File: src/rtl/arb_pkg.sv
// Shared arbitration definitions: FSM state encoding, default sizes and
// the modulo-n pointer increment used after every release.
package arb_pkg;

    localparam int unsigned ARB_IDX_W   = 6;
    localparam int unsigned ARB_NUM_REQ = 64;

    typedef enum logic {
        ST_IDLE  = 1'b0,
        ST_GRANT = 1'b1
    } arb_state_e;

    // Increment modulo n, so the pointer never leaves 0..n-1 even when
    // n is not a power of two.
    function automatic int unsigned next_ptr(input int unsigned idx,
                                             input int unsigned n);
        return (idx + 1 >= n) ? 0 : idx + 1;
    endfunction

endpackage

File: src/rtl/rr_priority_pick.sv
// Combinational round-robin pick: finds the first set request bit scanning
// from ptr upward with wrap-around. The request vector is duplicated,
// shifted right by ptr and truncated, which places bit ptr at position 0.
// A lowest-set-bit encode then gives the offset from ptr, and the offset is
// folded back modulo NUM_REQ.
module rr_priority_pick
    import arb_pkg::*;
#(
    parameter int unsigned NUM_REQ = ARB_NUM_REQ,
    parameter int unsigned IDX_W   = ARB_IDX_W
) (
    input  logic [NUM_REQ-1:0] req,
    input  logic [IDX_W-1:0]   ptr,
    output logic               any,
    output logic [IDX_W-1:0]   winner
);

    localparam logic [IDX_W:0] NUM_REQ_W = (IDX_W+1)'(NUM_REQ);

    logic [NUM_REQ-1:0] rot;
    logic [IDX_W-1:0]   offset;
    logic               found;
    logic [IDX_W:0]     sum;

    assign rot = NUM_REQ'({req, req} >> ptr);

    // Lowest set bit of the rotated vector is the offset of the winner from ptr.
    always_comb begin
        found  = 1'b0;
        offset = '0;
        for (int unsigned i = 0; i < NUM_REQ; i++) begin
            if (!found && rot[i]) begin
                found  = 1'b1;
                offset = IDX_W'(i);
            end
        end
    end

    // Map the offset back to an absolute index, wrapping modulo NUM_REQ.
    always_comb begin
        sum    = {1'b0, ptr} + {1'b0, offset};
        winner = (sum >= NUM_REQ_W) ? IDX_W'(sum - NUM_REQ_W) : IDX_W'(sum);
        any    = found;
    end

endmodule

File: src/rtl/rr_grant_scheduler.sv
// Round-robin grant scheduler for a shared one-hot select resource.
// grant_idx drives the decoder sel; grant_valid qualifies the decoder output.
// The owner keeps the grant until it drops its request, and at least one
// idle cycle separates consecutive grants.
// Optional feature: define HOLD_TIMEOUT_EN to force a release after MAX_HOLD
// cycles of continuous ownership (signalled by a one-cycle timeout pulse).
module rr_grant_scheduler
    import arb_pkg::*;
#(
    parameter int unsigned NUM_REQ  = ARB_NUM_REQ,
    parameter int unsigned IDX_W    = ARB_IDX_W,
    parameter int unsigned MAX_HOLD = 16
) (
    input  logic               clk,
    input  logic               rst_n,
    input  logic [NUM_REQ-1:0] req,
    output logic               grant_valid,
    output logic [IDX_W-1:0]   grant_idx,
    output logic               timeout
);

    arb_state_e       state_q, state_d;
    logic [IDX_W-1:0] ptr_q, ptr_d;
    logic [IDX_W-1:0] grant_idx_q, grant_idx_d;
    logic             grant_valid_q, grant_valid_d;

    logic             pick_any;
    logic [IDX_W-1:0] pick_winner;
    logic             owner_req;
    logic [IDX_W-1:0] release_ptr;

`ifdef HOLD_TIMEOUT_EN
    localparam int unsigned HOLD_W    = (MAX_HOLD > 1) ? $clog2(MAX_HOLD) : 1;
    localparam logic [HOLD_W-1:0] HOLD_LAST = HOLD_W'(MAX_HOLD - 1);

    logic [HOLD_W-1:0] hold_cnt_q, hold_cnt_d;
    logic              timeout_q, timeout_d;
`else
    localparam int unsigned hold_unused = MAX_HOLD;
`endif

    rr_priority_pick #(
        .NUM_REQ (NUM_REQ),
        .IDX_W   (IDX_W)
    ) u_pick (
        .req     (req),
        .ptr     (ptr_q),
        .any     (pick_any),
        .winner  (pick_winner)
    );

    assign owner_req   = req[grant_idx_q];
    assign release_ptr = IDX_W'(next_ptr(32'(grant_idx_q), NUM_REQ));

    // Next-state logic: arbitrate in IDLE, hold or release in GRANT.
    always_comb begin
        state_d       = state_q;
        ptr_d         = ptr_q;
        grant_idx_d   = grant_idx_q;
        grant_valid_d = grant_valid_q;
`ifdef HOLD_TIMEOUT_EN
        hold_cnt_d    = hold_cnt_q;
        timeout_d     = 1'b0;
`endif
        case (state_q)
            ST_IDLE: begin
                if (pick_any) begin
                    grant_idx_d   = pick_winner;
                    grant_valid_d = 1'b1;
                    state_d       = ST_GRANT;
`ifdef HOLD_TIMEOUT_EN
                    hold_cnt_d    = '0;
`endif
                end
            end
            ST_GRANT: begin
                if (!owner_req) begin
                    grant_valid_d = 1'b0;
                    ptr_d         = release_ptr;
                    state_d       = ST_IDLE;
                end
`ifdef HOLD_TIMEOUT_EN
                // A normal release above wins over the forced one.
                else if (hold_cnt_q == HOLD_LAST) begin
                    grant_valid_d = 1'b0;
                    ptr_d         = release_ptr;
                    state_d       = ST_IDLE;
                    timeout_d     = 1'b1;
                end else begin
                    hold_cnt_d    = hold_cnt_q + 1'b1;
                end
`endif
            end
            default: begin
                state_d       = ST_IDLE;
                grant_valid_d = 1'b0;
            end
        endcase
    end

    // State, pointer and grant registers; async reset clears grant_valid at once.
    always_ff @(posedge clk or negedge rst_n) begin
        if (!rst_n) begin
            state_q       <= ST_IDLE;
            ptr_q         <= '0;
            grant_idx_q   <= '0;
            grant_valid_q <= 1'b0;
        end else begin
            state_q       <= state_d;
            ptr_q         <= ptr_d;
            grant_idx_q   <= grant_idx_d;
            grant_valid_q <= grant_valid_d;
        end
    end

`ifdef HOLD_TIMEOUT_EN
    // Hold counter and registered timeout pulse.
    always_ff @(posedge clk or negedge rst_n) begin
        if (!rst_n) begin
            hold_cnt_q <= '0;
            timeout_q  <= 1'b0;
        end else begin
            hold_cnt_q <= hold_cnt_d;
            timeout_q  <= timeout_d;
        end
    end

    assign timeout = timeout_q;
`else
    assign timeout = 1'b0;
`endif

    assign grant_valid = grant_valid_q;
    assign grant_idx   = grant_idx_q;

endmodule

File: config.mk
export PLATFORM = sky130hd
export DESIGN_NAME = rr_grant_scheduler
export DESIGN_NICKNAME = d
export VERILOG_FILES = /design/src/rtl/arb_pkg.sv /design/src/rtl/rr_priority_pick.sv /design/src/rtl/rr_grant_scheduler.sv
export SDC_FILE = /design/constraint.sdc
export NUM_CORES = 1
export LEC_CHECK = 0
export ABC_CLOCK_PERIOD_IN_PS = 6750
export CORE_ASPECT_RATIO = 1.1
export CORE_UTILIZATION = 45
export CTS_BUF_LIST = sky130_fd_sc_hd__clkbuf_16
export CTS_CLUSTER_SIZE = 12
export DETAILED_ROUTE_END_ITERATION = 7
export PLACE_DENSITY_LB_ADDON = 0.05
export SLEW_MARGIN = 20
export SYNTH_ARGS = -nofsm -noshare
export SYNTH_HDL_FRONTEND = slang
export SYNTH_SLANG_ARGS = --single-unit
File: constraint.sdc
create_clock -name clk -period 6.75 [get_ports clk]
set_input_delay 1.6875 -clock clk [delete_from_list [all_inputs] [get_ports clk]]
set_output_delay 1.6875 -clock clk [all_outputs]
set_load 0.05 [all_outputs]
Yosys cells after proc, flatten, opt, wreduce, memory -nomap -nowiden
Cells that the tools add are included.
Widths: inputs -> output; s select.

operators by class
  $add $sub $neg = 3
  reductions and logical operators = 129
  order comparisons = 3
  equality and inequality tests = 2
  muxes and demuxes = 137
  bitwise gates (word level) = 2
  shift-type cells = 1

operator list
  cell                 count
  $mux 6               34
  $shr 128x6->64       1
  $mux 5               16
  $mux 1               70
  $logic_and 1x1->1    63
  $logic_not 1->1      63
  $mux 4               8
  $ge 7x7->1 const B   2
  $mux 3               4
  $add 6x1->7 const B  1
  $add 6x6->7          1
  $lt 6x7->1 const B   1
  $bmux 1 s6           1
  $reduce_and 2->1     3
  $sub 6x1->6 const B  1
  $mux 2               2
  $ne 2x2->1 const B   2
  $pmux 1 s2           2
  $not 1->1            2

word-level totals
  logic and storage cells = 281
  flip-flop bits (word level) = 14

Depth between registers and ports, before layout
Gate-level depths: netlist (run 1).

  depth after elaboration = 194
  depth in mapped cells = 23

Modules after synthesis
From an unflattened synthesis (run 1), not the netlist that was laid out.

unflattened totals
  cells, all modules = 812
  area total of the unflattened synthesis = 8,454.4 um2

by module, submodules not included
  module              sequential area each (um2)  cells each  area each (um2)  times used
  rr_priority_pick    0.0                         704         7,190.6          1
  rr_grant_scheduler  350.3                       108         1,263.7          1

Worst setup path before layout (run 1)
No wires, ideal clock.

  path type = in2reg
  start point = input req[11]
  end point = register grant_idx_q[5], in the netlist grant_idx[5]
  cell stages on the path = 20
  path slack = 0.372 ns
  required time = 6.622 ns
  library setup time = 0.128 ns
  data arrival time = 6.250 ns
  path through = mux4_1 mux4_2 mux2_4 or3_4 a22oi_4 nand4bb_1 buf_4 nor4_4 and4bb_1 buf_6 a221oi_1 nand3_1 ha_1 a21o_1 a21o_1 a21o_1 a21oi_1 xnor2_1 xnor2_1 mux2_1

between the ends
  cells in the longest elaborated chain, start to end = 194
  elaborated cells between the ends (all ways) = 259

ends and longest elaborated chain
  item                                              RTL line                   text
  start: declaration                                rr_grant_scheduler.sv:16   input logic [NUM_REQ-1:0] req,
  $shr 128x6->64 *                                  rr_priority_pick.sv:25     assign rot = NUM_REQ'({req, req} >> ptr);
  $mux 1                                            rr_priority_pick.sv:32     if (!found && rot[i]) begin
  $logic_not 1->1                                   rr_priority_pick.sv:32
  $logic_and 1x1->1                                 rr_priority_pick.sv:32
  $mux 1                                            rr_priority_pick.sv:32
  $logic_not 1->1                                   rr_priority_pick.sv:32
  $logic_and 1x1->1                                 rr_priority_pick.sv:32
  $mux 1                                            rr_priority_pick.sv:32
  [... 178 more ...]                                --
  $logic_and 1x1->1                                 rr_priority_pick.sv:32
  $mux 1                                            rr_priority_pick.sv:32
  $logic_not 1->1                                   rr_priority_pick.sv:32
  $logic_and 1x1->1                                 rr_priority_pick.sv:32
  $mux 6                                            rr_priority_pick.sv:32
  $add 6x6->7                                       rr_priority_pick.sv:41     sum = {1'b0, ptr} + {1'b0, offset};
  $sub 6x1->6 / $ge 7x7->1 (equally long branches)  rr_priority_pick.sv:42     winner = (sum >= NUM_REQ_W) ? IDX_W'(sum - NUM_REQ_W) : IDX_W'(sum);
  $mux 6                                            rr_priority_pick.sv:42
  end signal: assignment                            rr_grant_scheduler.sv:111  grant_idx_q <= grant_idx_d;
  end: declaration                                  rr_grant_scheduler.sv:24   logic [IDX_W-1:0] grant_idx_q, grant_idx_d;

Mark *: on every way between the ends. The rest lies on a longest branch, timed or not.
A chain may end at the register's enable or synchronous reset.

Worst setup path in the final report (run 1)
  start point = input req[1]
  end point = register grant_idx_q[5], in the netlist grant_idx[5]

The elaborated chain is that of the path after synthesis.

==> results of run 1 <==
## timing repair
action                     in CTS  in global routing
pin swaps                       1                 14
setup endpoints to repair       1                  3
buffers inserted                0                  9
gates cloned                    0                  0
resized for setup               9                 48
## logic make-up after synthesis
logic type,Yosys count,synth area share
buffers and inverters,72,0.0517
other,1,0.000478
AO/OA/AOI/OAI,128,0.116
XOR/XNOR,7,0.00782
flip-flops,14,0.0447
multiplexers,286,0.648
AND/OR/NAND/NOR,178,0.118
adder cells (fa/ha/maj),7,0.0121
## how the worst max path moves through the flow
stage                       start                        to  slack (ps)
final                      req[1]  grant_idx[5]$_DFFE_PN0P_          60
after global routing      req[19]  grant_idx[5]$_DFFE_PN0P_        -120
after CTS                 req[23]  grant_idx[5]$_DFFE_PN0P_           4
after detailed placement  req[23]  grant_idx[5]$_DFFE_PN0P_        -350
after global placement    req[23]  grant_idx[5]$_DFFE_PN0P_        -280
after floorplan           req[11]  grant_idx[5]$_DFFE_PN0P_         370
## area by class of cell
class                   count  area share
multi-input cells         607       0.693
repair buffers            298       0.235
flip-flops and latches     14      0.0345
well taps                 234      0.0278
clock buffers               3     0.00713
inverters                   6     0.00214
clock inverters             1    0.000357
## sequential cells by signal, indices dropped and copies added (netlist names)
register,cells
grant_valid,1
ptr_q,6
grant_idx,6
state_q,1
## stage by stage
step | setup WS (ps) | instances
after CTS | 3.50 | 1154
after global placement | -277 | 1150
after floorplan | 372 | 693
after global routing | -119 | 1163
final | 57.0 | 1163
after detailed placement | -347 | 1150
## cell usage in the layout, fill, tap and decap left out, types with 7 or more instances in the layout
cell,count
a21o_1,9
a21oi_1,13
a22oi_1,8
a31oi_1,10
buf_4,221
clkdlybuf4s50_1,66
dfrtp_1,8
mux2_2,32
mux2_4,7
mux2i_1,63
mux2i_2,11
mux4_1,8
mux4_2,161
nand2_1,46
nand2b_1,10
nand3_1,33
nor2_1,32
nor2b_1,8
nor3_1,9
o21ai_0,21
## per-layer routing
metal | routed length (µm) | vias to the layer above | track usage
met5 | 0 | - | 0
met4 | 2150 | 0 | 0.206
met3 | 2800 | 96 | 0.0405
met2 | 15400 | 548 | 0.582
met1 | 11800 | 4084 | 0.470
li1 | - | 3454 | -
## critical path: cells and delay by family
kind / cells / cell delay [ps]
AO/OA/AOI/OAI: 3 / 500
multiplexers: 5 / 1920
adder cells (fa/ha/maj): 1 / 270
buffers and inverters: 4 / 1040
XOR/XNOR: 2 / 260
AND/OR/NAND/NOR: 6 / 1130
==> impl_metrics.csv, run 1 <==
group,metric,value,unit
outcome,status,"completed",
floorplanning,io_pins,74,
clock_tree,clock_tree.buffer_depth,2,
sta,worstMarginPinSlew,1030,ps
grt,track_usage,0.360,
grt,grt_pass1_vias,8174,
worst_setup_path,critPathLaunchType,"input pin",
routing,routedWlPerCell,27.6,µm
final_layout,fin_util,0.619,
logic_synthesis,synth_async_sr_flop_share,1.00,
sta,timing.final.crit_share,0.992,
worst_setup_path,worst_path_max_delay_cell,"mux4_2",
floorplanning,rows,50,
worst_setup_path,r2r-end,"grant_idx[5]$_DFFE_PN0P_",
routing,dr_total_vias,8182,
worst_setup_path,crit_top_cell,"buf_4",
final_layout,multiInputGateArea,0.00729,mm²
logic_synthesis,synth_area,0.00784,mm²
sta,fin_worst_skew,1.11,ps
floorplanning,initial_core_util,0.461,
logic_synthesis,synth_nets,766,
routing,vias_per_cell,7.04,
clock_tree,clock-root-buffer,"clkbuf_16",
clock_tree,cts_buffers,3,
sta,tns,0,ps
worst_setup_path,cp-end-kind,"flip-flop",
final_layout,final_cell_area,0.0105,mm²
sta,max_slew_margin,0.313,
logic_synthesis,synthTopCellsByArea,"mux4_2 (46%), mux2i_1 (9.7%), mux2_2 (4.9%)",
clock_tree,cts_tree,"done",
clock_tree,cts-hold-fix-buffers,0,
worst_setup_path,reg2reg_depth,19,
logic_synthesis,synth_top_flop_cell,"dfrtp_1",
placement,placed_area,0.0101,mm²
worst_setup_path,required,6870,ps
clock_tree,htree_levels,1,
grt,grt_max_degree,57,
clock_tree,clk_latency,240,ps
placement,place_hpwl,25900,µm
routing,drtAntennaViolNets,0,
grt,grt-ovfl-total,0,
final_layout,n_fill_cell,1452,
sta,slew_violations,0,
worst_setup_path,reg2reg_from,"ptr_q[0]$_DFFE_PN0P_",
grt,antenna_found_initial,0,
routing,drc,0,
sta,hold_viol,0,
placement,place.gp.congestion,1.00,
logic_synthesis,yosys_register_bits,14,
routing,first_pass_iters,5,
logic_synthesis,syn_inst,693,
logic_synthesis,ys_seq_area_frac,0.0447,
floorplanning,die_area,0.0180,mm²
logic_synthesis,synth.top_cell.area_share,0.457,
worst_setup_path,critPathArrivalTime,6810,ps
clock_tree,cts.sinks,14,
logic_synthesis,synth_common_cells,"mux4_2 (159), mux2i_1 (76), nand2_1 (46), nand3_1 (35), mux2_2 (34)",
sta,period_minus_slack,6690,ps
logic_synthesis,synth_edf_count,0,
worst_setup_path,reg2reg_slack,850,ps
logic_synthesis,yosysMostFrequentCell,"mux4_2",
sta,rsz0062_at_grt,"true",
worst_setup_path,cpPeakStageDelay,550,ps
final_layout,nNetsFinal,1003,
min_path,whs_endpoint,"grant_valid$_DFFE_PN0P_",
min_path,whs_path_depth,1,
worst_setup_path,path_max_fanout,5,
sta,setup_viol,0,
clock_tree,path_clk_slew,40,ps
sta,maxClockFrequency,149,MHz
grt,grt_pass1_wl,48500,µm
min_path,min_path_type,"reg2reg",
final_layout,regArea,363,µm²
floorplanning,coreArea,0.0170,mm²
worst_setup_path,crit_chain,"clkdlybuf4s50_1, buf_4, mux4_2, mux4_2, mux2i_2, buf_4, nand4_1, mux2_4, or2_4, nor4_4, and4bb_2, buf_4, nand2_1, nand3_1, ha_1, a21o_1, a21o_1, a21oi_2, xnor2_1, xnor2_1, mux2_1",
logic_synthesis,avgSynthCellArea,11.3,µm²
final_layout,drive_gt1_frac,0.521,
floorplanning,die_w,128,µm
flow_run,cap_violations,0,
sta,holdWs,477,ps
floorplanning,die_h,140,µm
logic_synthesis,synth-warning-count,0,
worst_setup_path,criticalPathCategory,"in2reg",
routing,drtIter0Drc,1054,
logic_synthesis,ys_types,77,
routing,routed_wl,32100,µm
min_path,min_from,"grant_valid$_DFFE_PN0P_",
logic_synthesis,synth_top_cell_by_area,"mux4_2",
final_layout,antenna_cells,0,
final_layout,area_growth,34.2,%
placement,portBuffers,72,
Power of run 1 is left out: the tool's default activity adds up to more than one toggle a clock period on the data nets, which glitch-free logic cannot reach.
==> inputs of run 2 (changes only) <==
--- a/config.mk
+++ b/config.mk
@@ -6,8 +6,10 @@
 export NUM_CORES = 1
 export LEC_CHECK = 0
 export ABC_CLOCK_PERIOD_IN_PS = 6750
+export CELL_PAD_IN_SITES_DETAIL_PLACEMENT = 1
+export CELL_PAD_IN_SITES_GLOBAL_PLACEMENT = 2
 export CORE_ASPECT_RATIO = 1.1
-export CORE_UTILIZATION = 45
+export CORE_UTILIZATION = 41
 export CTS_BUF_LIST = sky130_fd_sc_hd__clkbuf_16
 export CTS_CLUSTER_SIZE = 12
 export DETAILED_ROUTE_END_ITERATION = 7
==> run 2 against run 1 <==
- worst hold slack better by 14 ps
- routed wire length up 19%
- global-route usage is 2.2 points higher
- final area grew 5.8%
- non-clock buffer count rose by 55
- core utilization fell by 1.8 points
- sequential share of layout area shrank 0.19 points
- critical path depth grew 3
- setup slack gained 13 ps
- first-iteration DRC count shrank 22%
==> impl_metrics.csv, run 2 (synthesis results as in run 1) <==
group,metric,value,unit
clock_tree,clk_latency,240,ps
flow_run,cap_violations,0,
worst_setup_path,path_max_fanout,7,
floorplanning,io_pins,74,
worst_setup_path,r2r-end,"grant_idx[4]$_DFFE_PN0P_",
floorplanning,initial_core_util,0.423,
floorplanning,rows,52,
worst_setup_path,required,6870,ps
worst_setup_path,critPathArrivalTime,6800,ps
worst_setup_path,crit_top_cell,"buf_4",
final_layout,layout_commonest_cell,"buf_4",
placement,portBuffers,72,
min_path,whs_endpoint,"grant_valid$_DFFE_PN0P_",
clock_tree,clock-root-buffer,"clkbuf_16",
sta,slew_violations,0,
worst_setup_path,crit_chain,"dlygate4sd2_1, buf_4, mux4_2, mux4_2, mux2i_1, buf_4, nand4b_1, mux2_4, or2_4, nor4_4, buf_4, buf_4, buf_4, buf_4, a221oi_2, nand3_2, ha_1, a21o_1, a21o_1, a21o_1, a21oi_2, xnor2_1, xnor2_1, mux2_1",
min_path,min_from,"grant_valid$_DFFE_PN0P_",
floorplanning,die_w,134,µm
placement,place_hpwl,30000,µm
routing,drtAntennaViolNets,0,
worst_setup_path,cpPeakStageDelay,610,ps
routing,dr_total_vias,8688,
floorplanning,coreArea,0.0185,mm²
grt,grt_pass1_wl,56000,µm
clock_tree,cts.sinks,14,
placement,place_ws,-482,ps
sta,fin_worst_skew,2.08,ps
final_layout,area_growth,42.0,%
routing,vias_per_cell,7.07,
worst_setup_path,reg2reg_depth,20,
clock_tree,clock_tree.buffer_depth,2,
min_path,min_path_type,"reg2reg",
clock_tree,cts_tree,"done",
final_layout,fin_util,0.600,
outcome,status,"completed",
sta,setup_viol,0,
routing,routed_wl,38200,µm
worst_setup_path,worst_path_max_delay_cell,"mux4_2",
clock_tree,path_clk_slew,50,ps
min_path,whs_path_depth,1,
worst_setup_path,criticalPathCategory,"in2reg",
worst_setup_path,cp-end-kind,"flip-flop",
routing,drc,0,
grt,track_usage,0.382,
sta,max_slew_margin,0.510,
worst_setup_path,reg2reg_slack,680,ps
routing,drtIter0Drc,823,
grt,grt-ovfl-total,0,
clock_tree,htree_levels,1,
final_layout,final_cell_mix,"buf_4 (274), mux4_2 (163), mux2i_1 (61)",
floorplanning,die_area,0.0197,mm²
clock_tree,cts_buffers,3,
worst_setup_path,critPathLaunchType,"input pin",
final_layout,final_cell_area,0.0111,mm²
clock_tree,cts-hold-fix-buffers,0,
routing,first_pass_iters,5,
placement,placed_area,0.0104,mm²
final_layout,drive_gt1_frac,0.553,
sta,tns,0,ps
sta,hold_viol,0,
routing,routedWlPerCell,31.1,µm
grt,grt_max_degree,46,
worst_setup_path,cp-startpoint,"req[25]",
sta,worstMarginPinSlew,734,ps
worst_setup_path,reg2reg_from,"ptr_q[0]$_DFFE_PN0P_",
floorplanning,die_h,147,µm
grt,grt_pass1_vias,9154,
final_layout,nNetsFinal,1058,
grt,antenna_found_initial,3,
sta,maxClockFrequency,150,MHz
sta,setup_ws,70.4,ps
placement,place.gp.congestion,1.03,
sta,timing.final.crit_share,0.990,
sta,period_minus_slack,6680,ps
## run 2: layout make-up
| cell class | instances | area (µm²) |
|---|---|---|
| multi-input cells | 607 | 7330 |
| fillers | 1979 | 7410 |
| flip-flops and latches | 14 | 363 |
| diodes | 2 | 5.00 |
| clock buffers | 3 | 75.1 |
| inverters | 6 | 22.5 |
| well taps | 243 | 304 |
| clock inverters | 1 | 3.75 |
| repair buffers | 353 | 3030 |
## run 2: how the worst max path moves through the flow
stage / cells after the start / to / slack, ps
floorplan: 20 / grant_idx[5]$_DFFE_PN0P_ / 370
global placement: 22 / grant_idx[5]$_DFFE_PN0P_ / -320
detailed placement: 22 / grant_idx[5]$_DFFE_PN0P_ / -480
CTS: 22 / grant_idx[5]$_DFFE_PN0P_ / 0.7
global route: 24 / grant_idx[5]$_DFFE_PN0P_ / -30
finish: 24 / grant_idx[5]$_DFFE_PN0P_ / 70
## run 2: per-layer routing
| layer | vias to the layer above | part of all wire | global-route usage |
|---|---|---|---|
| met1 | 4406 | 0.36 | 0.476 |
| li1 | 3560 | - | - |
| met2 | 574 | 0.50 | 0.643 |
| met3 | 148 | 0.071 | 0.0366 |
| met4 | 0 | 0.068 | 0.226 |
| met5 | - | 0 | 0 |
## run 2: repair_timing
action / in CTS / in global routing
pin swaps: 6 / 14
hold endpoints to repair: 0 / 0
buffers inserted: 6 / 26
resized for setup: 29 / 95
endpoints found under the setup margin: 2 / 2
## run 2: through the flow
step           cells  hold WS, ps
3_5_place_dp    1192          482
2_1_floorplan    693          544
3_3_place_gp    1192          469
5_1_grt         1229          525
4_1_cts         1202          498
6_report        1229          491
## run 2: critical path, delay by kind of cell
| family | cells | cell delay, ps |
|---|---|---|
| AO/OA/AOI/OAI | 5 | 780 |
| multiplexers | 5 | 1940 |
| buffers and inverters | 7 | 1060 |
| adder cells (fa/ha/maj) | 1 | 240 |
| AND/OR/NAND/NOR | 4 | 850 |
| XOR/XNOR | 2 | 250 |
Power of run 2 is left out for the same reason.
